`config.mk`:
```
export PLATFORM = sky130hd
export DESIGN_NAME = ext_int_ctrl
export DESIGN_NICKNAME = d
export VERILOG_FILES = /design/src/rtl/ext_int_ctrl.sv
export SDC_FILE = /design/constraint.sdc
export NUM_CORES = 1
export LEC_CHECK = 0
export CAP_MARGIN = 30
export CORE_ASPECT_RATIO = 0.7
export CORE_MARGIN = 5
export CORE_UTILIZATION = 43
export CTS_CLUSTER_SIZE = 20
export DETAILED_ROUTE_END_ITERATION = 7
export PLACE_DENSITY = 0.81
export SLEW_MARGIN = 5
export SYNTH_ARGS = -nofsm -noshare
export SYNTH_HDL_FRONTEND = slang
export SYNTH_SLANG_ARGS = --single-unit
```
`constraint.sdc`:
```
create_clock -name clock -period 2.2 [get_ports clock]
set_clock_uncertainty 0.15 [all_clocks]
set_input_delay 0.44 -clock clock [delete_from_list [all_inputs] [get_ports clock]]
set_output_delay 0.44 -clock clock [all_outputs]
set_load 0.02 [all_outputs]
```
`src/rtl/ext_int_ctrl.sv`:
```
// External interrupt controller: per-source level gateways, fixed-priority
// claim/complete handshake and a registered interrupt request to the CSR file.
module ext_int_ctrl #(
    parameter int NUM_SRC = 8
) (
    input  logic               clock,
    input  logic               reset_n,
    input  logic [NUM_SRC-1:0] irq_src,
    input  logic [3:0]         reg_addr,
    input  logic [31:0]        reg_wdata,
    input  logic               reg_we,
    input  logic               reg_re,
    output logic [31:0]        reg_rdata,
    output logic               int_req
);

    localparam logic [3:0] A_PEND = 4'h0;
    localparam logic [3:0] A_EN   = 4'h4;
    localparam logic [3:0] A_CLM  = 4'h8;
    localparam logic [3:0] A_STAT = 4'hC;

    typedef enum logic [1:0] {
        GW_IDLE = 2'd0,
        GW_PEND = 2'd1,
        GW_INFL = 2'd2
    } gw_e;

    gw_e                gw_q [NUM_SRC];
    logic [NUM_SRC-1:0] enable_q;
    logic [NUM_SRC-1:0] enable_d;
    logic [31:0]        rdata_q;
    logic [31:0]        rdata_d;
    logic               int_req_q;
    logic               int_req_d;

    logic [NUM_SRC-1:0] pend_vec;
    logic [NUM_SRC-1:0] infl_vec;
    logic [NUM_SRC-1:0] elig;
    logic [4:0]         win_idx;
    logic               win_vld;
    logic [4:0]         win_id;

    logic               claim_go;
    logic               cmpl_go;
    logic [4:0]         cmpl_id;
    logic               en_wr;
    logic               unused_wdata;

    assign unused_wdata = ^reg_wdata;

    always_comb begin
        pend_vec = '0;
        infl_vec = '0;
        for (int i = 0; i < NUM_SRC; i++) begin
            pend_vec[i] = (gw_q[i] == GW_PEND);
            infl_vec[i] = (gw_q[i] == GW_INFL);
        end
    end

    assign elig = pend_vec & enable_q;

    // Scan high-to-low so the lowest eligible index is the last one kept.
    always_comb begin
        win_vld = 1'b0;
        win_idx = '0;
        for (int i = NUM_SRC - 1; i >= 0; i--) begin
            if (elig[i]) begin
                win_vld = 1'b1;
                win_idx = 5'(i);
            end
        end
    end

    assign win_id = win_vld ? (win_idx + 5'd1) : 5'd0;

    assign claim_go = reg_re && (reg_addr == A_CLM) && win_vld;
    assign cmpl_id  = reg_wdata[4:0];
    assign cmpl_go  = reg_we && (reg_addr == A_CLM)
                   && (cmpl_id != 5'd0)
                   && (cmpl_id <= 5'(NUM_SRC));
    assign en_wr    = reg_we && (reg_addr == A_EN);

    // Gateway FSMs; INFLIGHT ignores the line until completed.
    always_ff @(posedge clock or negedge reset_n) begin
        if (!reset_n) begin
            for (int i = 0; i < NUM_SRC; i++) begin
                gw_q[i] <= GW_IDLE;
            end
        end else begin
            for (int i = 0; i < NUM_SRC; i++) begin
                unique case (gw_q[i])
                    GW_IDLE: begin
                        if (irq_src[i]) gw_q[i] <= GW_PEND;
                    end
                    GW_PEND: begin
                        if (claim_go && (win_idx == 5'(i)))
                            gw_q[i] <= GW_INFL;
                    end
                    GW_INFL: begin
                        if (cmpl_go && (cmpl_id == 5'(i + 1)))
                            gw_q[i] <= GW_IDLE;
                    end
                    default: gw_q[i] <= GW_IDLE;
                endcase
            end
        end
    end

    always_comb begin
        enable_d = enable_q;
        if (en_wr) enable_d = reg_wdata[NUM_SRC-1:0];
    end

    always_comb begin
        rdata_d = '0;
        if (reg_re) begin
            unique case (1'b1)
                (reg_addr == A_PEND): rdata_d = 32'(pend_vec);
                (reg_addr == A_EN):   rdata_d = 32'(enable_q);
                (reg_addr == A_CLM):  rdata_d = 32'(win_id);
                (reg_addr == A_STAT): rdata_d = 32'(infl_vec);
                default:              rdata_d = '0;
            endcase
        end
    end

    assign int_req_d = |elig;

    always_ff @(posedge clock or negedge reset_n) begin
        if (!reset_n) begin
            enable_q  <= '0;
            rdata_q   <= '0;
            int_req_q <= 1'b0;
        end else begin
            enable_q  <= enable_d;
            rdata_q   <= rdata_d;
            int_req_q <= int_req_d;
        end
    end

    assign reg_rdata = rdata_q;
    assign int_req   = int_req_q;

endmodule

```
## Word-level counts from Yosys, hierarchy flattened

Index checks and enable logic that the tools add are counted.
Widths: inputs -> output; s select.

- Register bits after elaboration: 57
- Input port bits: 48
- Output and inout port bits: 33
- Word-level logic and storage cells: 165

- $add $sub $neg: 1
- Order comparisons: 1
- Equality and inequality tests: 58
- Muxes and demuxes: 51
- Bitwise logic cells: 1
- Reduce and logical (&&, ||, !) cells: 42

Operator list:

| operator | count |
|---|---|
| $mux 2 | 24 |
| $pmux 2 s3 | 8 |
| $eq 5x3->1 const B | 8 |
| $mux 5 | 8 |
| $mux 32 | 1 |
| $ne 2x1->1 const B | 16 |
| $pmux 8 s4 | 1 |
| $reduce_and 3->1 | 8 |
| $logic_and 1x1->1 | 22 |
| $eq 5x2->1 const B | 4 |
| $eq 2x1->1 const B | 8 |
| $eq 2x2->1 const B | 8 |
| $logic_not 2->1 | 8 |
| $ne 2x2->1 const B | 8 |
| $eq 5x1->1 const B | 2 |
| $and 8x8->8 | 1 |
| $eq 4x4->1 const B | 2 |
| $mux 1 | 8 |
| $reduce_or 8->1 | 1 |
| $add 5x1->5 const B | 1 |
| $eq 5x4->1 const B | 1 |
| $le 5x4->1 const B | 1 |
| $logic_not 5->1 | 1 |
| $reduce_bool 5->1 | 1 |
| 3 further kinds | 3 |

## Logic depth before layout (Yosys ltp)

Gate-level depths: netlist of the first run.

- Depth after elaboration: 14
- Depth in mapped cells: 7
- Mapped depth without buffers: 7

## Worst setup path before layout of the first run

Ideal clock, no wire load.

- Kind: reg2reg
- Start point: reg gw_q[1] (netlist name)
- End point: reg rdata_q[1], in the netlist reg_rdata[1]
- Library setup time: 119 ps
- Data arrival time: 1,603 ps
- Data required time: 1,931 ps
- Setup slack: 328 ps
- Stages on the path, launching flop included: 8
- Buffers on the path: 0
- Period minus slack after synthesis: 1,872 ps
- Path through: dfrtp_1 > and3b_1 > a221oi_2 > o31ai_2 > inv_1 > ha_1 > nor2_1 > o21a_1

- Cells in the longest elaborated chain, start to end: 14
- Elaborated cells on any way between the ends: 22

Ends and longest elaborated chain:

| element | RTL line | source |
|---|---|---|
| start, declared | 28 | `gw_e gw_q [NUM_SRC];` |
| start signal, assigned by index | 87 | `gw_q[i] <= GW_IDLE;` |
| start signal, assigned by index | 93 | `if (irq_src[i]) gw_q[i] <= GW_PEND;` |
| start signal, assigned by index | 97 | `gw_q[i] <= GW_INFL;` |
| $eq 2x1->1 * | 55 | `pend_vec[i] = (gw_q[i] == GW_PEND);` |
| $and 8x8->8 * | 60 | `assign elig = pend_vec & enable_q;` |
| $mux 3 | 67 | `if (elig[i]) begin` |
| $mux 5 (7 in series) | 67 |  |
| $add 5x1->5 | 74 | `assign win_id = win_vld ? (win_idx + 5'd1) : 5'd0;` |
| $mux 5 * | 74 |  |
| $pmux 8 s4 * | 117 | `unique case (1'b1)` |
| $mux 32 * | 116 | `if (reg_re) begin` |
| net rdata_d[1] | 32 | `logic [31:0] rdata_d;` |
| end signal, assigned | 136 | `rdata_q <= rdata_d;` |
| end, declared | 31 | `logic [31:0] rdata_q;` |

The timed path passes the listed nets; every way through them passes the cells marked *.
A chain may end at the register's enable or synchronous reset.

## Final worst setup path of the first run

- Start point: reg gw_q[9] (netlist name)
- End point: reg gw_q[2] (netlist name)

- Cells in the longest elaborated chain, start to end: 10
- Elaborated cells on any way between the ends: 15

Ends and longest elaborated chain:

| element | RTL line | source |
|---|---|---|
| $eq 2x1->1 * | 55 |  |
| $and 8x8->8 * | 60 |  |
| $mux 5 or $mux 1 (tied branches) (4 in series) | 67 |  |
| $eq 5x3->1 or $logic_and 1x1->1 (tied branches) | 96, 76 |  |
| $logic_and 1x1->1 * | 96 | `if (claim_go && (win_idx == 5'(i)))` |
| $ne 2x1->1 (no source line) * | n/a |  |
| $reduce_and 3->1 (no source line) * | n/a |  |

Mark *: on every way between the ends. The rest lies on a longest branch, timed or not.

==> results of run 1 <==
## flip-flops by register name (all words and copies together), names as in the netlist
name and count:
reg_rdata 8, int_req 1, enable_q 8, gw_q 16
## Yosys cell counts, types with 2 or more instances
master     instances  area share [%]
clkbuf_1           2            0.38
nand4_1            2            0.63
nand4b_1           2            0.88
nand3_1            2            0.50
a211oi_1           4             1.5
o22ai_1            4             1.3
ha_1               2             1.3
nand2b_1           7             2.2
o32ai_1            2            0.88
o21ai_0            4             1.0
nor3_1             2            0.50
nor4b_1            3             1.3
buf_4             24             9.0
a311oi_1           3             1.3
o22a_1             3             1.3
dfrtp_1           33              41
inv_1              6             1.1
nand2_1            7             1.3
and4_1             2            0.88
o21a_1             2            0.75
and3b_1            4             1.8
nor3b_1            5             1.9
mux2i_1            2             1.0
nor2_1            23             4.3
o2bb2ai_1          3             1.3
a21oi_1            8             2.0
mux2_2             8             4.5
nand3b_1          10             3.8
## per-stage QoR
| stage | worst slack (ns) | hold slack, ns | setup TNS, ns |
|---|---|---|---|
| floorplan | 0.328 | -0.00559 | 0 |
| global placement | -0.0160 | 0.304 | -0.0160 |
| detailed placement | -0.0331 | 0.323 | -0.0357 |
| CTS | 0.126 | 0.332 | 0 |
| global route | 0.0193 | 0.350 | 0 |
| finish | 0.115 | 0.330 | 0 |
## area by class of cell
| type | instances | area, um2 |
|---|---|---|
| clock inverters | 1 | 30.0 |
| fillers | 397 | 1880 |
| flip-flops and latches | 33 | 826 |
| clock buffers | 7 | 86.3 |
| inverters | 6 | 22.5 |
| multi-input cells | 155 | 1040 |
| well taps | 55 | 68.8 |
| repair buffers | 49 | 448 |
## power by group through the flow
stage	Combinational, mW	Sequential [mW]	Clock [mW]
2_1_floorplan	0.347	0.699	0
3_3_place_gp	0.468	0.702	0
3_5_place_dp	0.485	0.707	0
4_1_cts	0.487	0.696	0.609
5_1_grt	0.529	0.707	0.638
6_report	0.493	0.696	0.597
## worst max-delay path by stage
| stage | to | slack (ns) | cells after the start |
|---|---|---|---|
| after floorplan | reg_rdata[1] | 0.33 | 7 |
| after global placement | gw_q[13] | -0.02 | 7 |
| after detailed placement | gw_q[13] | -0.03 | 7 |
| after CTS | gw_q[12] | 0.13 | 6 |
| after global routing | gw_q[12] | 0.02 | 6 |
| final | gw_q[2] | 0.12 | 6 |
## cell families (layout without fill, tap and decap cells)
group / Yosys count / after routing / share of synthesized area [%]
flops: 33 / 33 / 41.4
mux: 10 / 10 / 5.51
buf+inv: 33 / 63 / 10.8
simple gates: 76 / 76 / 23.4
fa+ha+maj: 2 / 2 / 1.25
other cells: 1 / 24 / 0.188
compound gates: 43 / 43 / 17.5
## metal layers
metal / share of wire [%] / vias up / wire, um
li1: - / 790 / -
met1: 46 / 793 / 2340
met2: 44 / 86 / 2220
met3: 7.6 / 13 / 386
met4: 2.0 / 0 / 103
met5: 0 / - / 0
## cells in the final DEF, fill, tap and decap left out, drive strengths merged, types with 4 or more instances in the layout
master	count
nor3b	7
nand2b	7
conb	24
a211oi	4
clkbuf	7
dfrtp	33
buf	17
clkdlybuf4s50	32
a21oi	8
o22ai	4
nor2	23
nand2	7
nand3b	10
mux2	8
o21ai	4
and3b	4
inv	6
==> impl_results.md, run 1 <==
* Run status: completed
* Reg-to-Reg Start: gw_q[9]
* Critical path startpoint: gw_q[9]
* Core ar. at 4400 um2
* Clk_lat worst skew at just under 0.3 ns
* Synth Register Bits at 33
* RSZ-0062 raised after global routing: false
* Crit-path cells: and3b_1 > nor2_1 > o31ai_2 > inv_1 > ha_1 > a311oi_1
* Setup Viol. Count Final at 0
* Non-filler instance count after layout at about 310
* Fin util at 57.3%
* Sw frac at 31.2%
* Final hold viol count at 0
* M3 GR Usage at ~4.4%
* NetSw at 0.557 mW
* Flop pwr share at between 30% and 40%
* Combinational fraction of design power at 27.6%
* Die W at slightly above 90 um
* Post-Synthesis Cells at slightly below 200
* Sink Count at 33
* Slowest CP cell: dfrtp_1
* Final worst path period need at ~2.1 ns
* Number of synthesized flops with an enable pin at 0
* Post-synth ARST share at between 90% and 100%
* Setup CP Type: flip-flop to flip-flop
* CP Capture Type: flip-flop
* Max_cap viols at 0
* Sum of buffers and inverters on the critical path at 1
* Grt met2 use at between 20% and 30%
* Hold_buf cts at 0
* Hold depth at 1
* Post-synthesis sequential area ratio at roughly 41%
* P_int at 1.23 mW
* Mapped Area at 2000 um2
* Share of cells above drive strength 1 at between 15 and 20%
* Met1 Use GR at a little under a quarter
* Die area at around 6100 um2
* Placed cell count at slightly below 300
* Reg2reg end: gw_q[2]
* Synth cell types at 47
* Critical path required time at between 2 and 2.5 ns
* CTS tree: yes
* Leakage at between 1 and 1.5 nW
* Initial antenna violation count at 0
* Count of buffers from port buffering at 32
* DRC at 0
* Post_cts resized at 0
* Reg clk slew, reported paths at roughly 0.07 ns
* DR pass1 iterations at 5
* Vias per cell at approximately 5.5
* Maximum fanout along the worst path at 5
* Design Area, Final at 2520 um2
* Row cnt at 20
* H-tree Lvls at 2
* Detailed Place HPWL at approximately 3900 um
* CTS buffer count at 5
* Hold Path Sink: gw_q[6]
* Routability cong. at a little under 0.9
* Drt total wl at ~5000 um
* Clk pwr share at about a third
* Hold_sp: gw_q[7]
* Initial Util at a little under half
* First-pass GRT wire length at just over 8000 um
* ANT cells at 0
* Vias in the first global route at ~1.7k
* Worst reg-to-reg setup slack at between 0.1 and 0.15 ns
* Routed Antenna Nets at 0
* Family with the most delay on the worst path: compound AO/OA/AOI/OAI gates
* WL/cell at 16.5 um
* Crit path launch type: flip-flop
* Number of DRC markers in iteration 0 at 118
* Final period util at 94.8%
* Power Total at about 1.8 mW
* Pwr/cell area at between 700 and 800 nW/um2
* Synth Flop Type: dfrtp_1
* Clk root buf: clkbuf_8
* Chip Height at 67.0 um
* Post-DP Area at approximately 2400 um2
* Yosys warns at 0
* WP data arrival at 2.13 ns
* Worst path max stage delay at 0.41 ns
* FMAX at between 400 and 500 MHz
* Pin count of the biggest net entering global routing at 34
* NumNets Final at 300
* Area grow syn2layout at 26.4%
* Total track usage at 17.3%
* GRT overflow at 0
* I/O Pins at 81
* Reg2reg path depth at 6
* Post-CTS Repair Setup Buffers at 0
* Via count at 1682
* Busiest layer in global routing: met2
* Slew Viols, Final at 0
* Avg Synthesized Cell Area at about 10 um2
* Maximum vdd drop at ~0.4 mV
* CTS max path bufs at 2
* Hold WC Path Type: flip-flop to flip-flop
(Power assumes the default switching activity.)
==> run 2, diff against run 1 <==
==> constraint.sdc (replaced) <==
create_clock -name clock -period 2.25 [get_ports clock]
set_clock_uncertainty 0.15 [all_clocks]
set_input_delay 0.45 -clock clock [delete_from_list [all_inputs] [get_ports clock]]
set_output_delay 0.45 -clock clock [all_outputs]
set_load 0.01 [all_outputs]
==> run 2 against run 1 <==
Compared with the run above:
- critical endpoint unchanged
- routed wire length is 1.8% lower
- register-to-register slack better by 0.03 ns
- first-iteration DRC count is 7.6% lower
- worst setup slack better by 0.027 ns
- largest power group unchanged
- hold slack worse by 0.019 ns
- sequential cell count stayed put
- global-route usage is 0.57 points lower
- via count is 1.4% lower
- count of clock-buffer cells in the layout stayed put
- non-clock buffer count is 1 lower
==> impl_results.md, run 2 (synthesized netlist as in run 1, its figures left out) <==
* Run status: completed (unchanged)
* Number of DRC markers in iteration 0 at 109 (was 118)
* Total track usage at 16.8% (was 17.3%)
* Die area at 6130 um2 (unchanged)
* Clk_lat worst skew at 0.28 ns (was 0.29 ns)
* RSZ-0062 raised after global routing: false (unchanged)
* DR pass1 iterations at 4 (was 5)
* Most common cell after layout, fill and taps aside: dfrtp_1 (unchanged)
* DRC at 0 (unchanged)
* ANT cells at 0 (unchanged)
* Placed cell count at 297 (was 298)
* CP Capture Type: flip-flop (unchanged)
* Vias in the first global route at 1627 (was 1675)
* Reg clk slew, reported paths at 0.06 ns (was 0.07 ns)
* Hold_buf cts at 0 (unchanged)
* Vias per cell at 5.45 (was 5.50)
* First-pass GRT wire length at 8000 um (was 8190 um)
* Setup CP Type: flip-flop to flip-flop (unchanged)
* Area grow syn2layout at 25.1% (was 26.4%)
* CTS max path bufs at 2 (unchanged)
* Largest reg by FF count: gw_q (unchanged)
* Maximum vdd drop at 0.311 mV (was 0.407 mV)
* Chip Height at 67.0 um (unchanged)
* Worst path max stage delay at 0.41 ns (about the same)
* I/O Pins at 81 (unchanged)
* Reg2reg path depth at 6 (unchanged)
* Drt total wl at 4960 um (was 5050 um)
* Die W at 91.5 um (unchanged)
* Reg2reg end: gw_q[2] (unchanged)
* Hold WC Path Type: flip-flop to flip-flop (unchanged)
* Final hold slack at 0.311 ns (was 0.330 ns)
* Final hold viol count at 0 (unchanged)
* Final worst path period need at 2.11 ns (was 2.08 ns)
* Routed length on met3 at 461 um (was 386 um)
* WP data arrival at 2.14 ns (was 2.13 ns)
* Crit path launch type: flip-flop (unchanged)
* Setup Viol. Count Final at 0 (unchanged)
* Pin count of the biggest net entering global routing at 34 (unchanged)
* Fillers at 389 (was 397)
* Pwr/cell area at 635 nW/um2 (was 708 nW/um2)
* CTS tree: yes (unchanged)
* Maximum fanout along the worst path at 5 (unchanged)
* Sink Count at 33 (unchanged)
* Crit-path cells: and3b_1 > nor2_1 > o31ai_2 > inv_1 > ha_1 > a311oi_1 (unchanged)
* Initial Util at 45.3% (unchanged)
* Leakage at 1.03 nW (was 1.04 nW)
* Row cnt at 20 (unchanged)
* WL met1 at 2230 um (was 2340 um)
* Slew Viols, Final at 0 (unchanged)
* Top layer in use: met4 (unchanged)
* Clk root buf: clkbuf_8 (unchanged)
* Critical path startpoint: gw_q[9] (unchanged)
* Via count at 1658 (was 1682)
* Most frequent cells in the layout: dfrtp_1 (33), clkdlybuf4s50_1 (32), conb_1 (24) (unchanged)
* H-tree Lvls at 2 (unchanged)
* Metal2 WL at 2210 um (was 2220 um)
* Hold Path Sink: gw_q[4] (was gw_q[6])
* CTS buffer count at 5 (unchanged)
* FMAX at 474 MHz (was 480 MHz)
* Share of cells above drive strength 1 at 14.9% (was 15.5%)
* Max_cap viols at 0 (unchanged)
* Worst reg-to-reg setup slack at 0.14 ns (was 0.12 ns)
* Reg-to-Reg Start: gw_q[9] (unchanged)
* Routability cong. at 0.889 (was 0.886)
* Count of buffers from port buffering at 32 (unchanged)
* Max reg flops at 16 (unchanged)
* Routed Antenna Nets at 0 (unchanged)
* Critical path required time at 2.28 ns (was 2.25 ns)
* Slowest CP cell: dfrtp_1 (unchanged)
* Hold_sp: gw_q[5] (was gw_q[7])
* Core ar. at 4400 um2 (unchanged)
* NumNets Final at 299 (was 300)
* Initial antenna violation count at 0 (unchanged)
* Final period util at 93.7% (was 94.8%)
* Non-filler instance count after layout at 304 (was 306)
* Detailed Place HPWL at 3790 um (was 3920 um)
* Hold depth at 1 (unchanged)
* Setup TNS at 0 ns (unchanged)
* GRT overflow at 0 (unchanged)
* WL/cell at 16.3 um (was 16.5 um)
run 2: timing repair:
item,CTS,global route
setup endpoints to repair,0,1
resized for setup,0,1
hold endpoints to repair,0,0
setup buffers,0,0
run 2: per-stage QoR:
step           util, %  total power, mW  cell area [um2]  setup slack [ns]
5_1_grt           56.7             1.68             2500            0.0377
6_report          56.7             1.59             2500             0.142
4_1_cts           56.4             1.59             2490             0.110
2_1_floorplan        -             1.00             2080             0.378
3_5_place_dp      54.5             1.13             2400            0.0354
3_3_place_gp      54.5             1.12             2400            0.0303
run 2: worst max path at each step:
stage	end	slack, ns	cells past startpoint
floorplan	reg_rdata[1]	0.38	7
global placement	gw_q[13]	0.03	7
detailed placement	gw_q[13]	0.04	7
CTS	gw_q[11]	0.11	7
global route	gw_q[12]	0.04	6
finish	gw_q[2]	0.14	6
run 2: area by class of cell:
type | count | area (um2) | area share, %
multi-input cells | 155 | 1050 | 42.2
flip-flops and latches | 33 | 826 | 33.1
repair buffers | 48 | 440 | 17.6
inverters | 6 | 22.5 | 0.902
clock buffers | 7 | 86.3 | 3.46
well taps | 55 | 68.8 | 2.76
run 2: power breakdown:
part	total, mW	switching (mW)	internal, mW
registers	0.681	0.0436	0.638
logic	0.457	0.256	0.201
clock network	0.448	0.205	0.243
total	1.59	0.505	1.08
run 2: routing by layer:
metal / vias up / global-route usage [%]
met2: 83 / 25.9
met3: 6 / 4.18
met1: 783 / 23.1
met5: - / 0
li1: 786 / -
met4: 0 / 5.13
run 2: critical path: cells and delay by family (launching register included):
family | cells | cell delay [ns]
fa+ha+maj | 1 | 0.24
simple gates | 2 | 0.49
compound gates | 2 | 0.64
buf+inv | 1 | 0.08
flops | 1 | 0.41
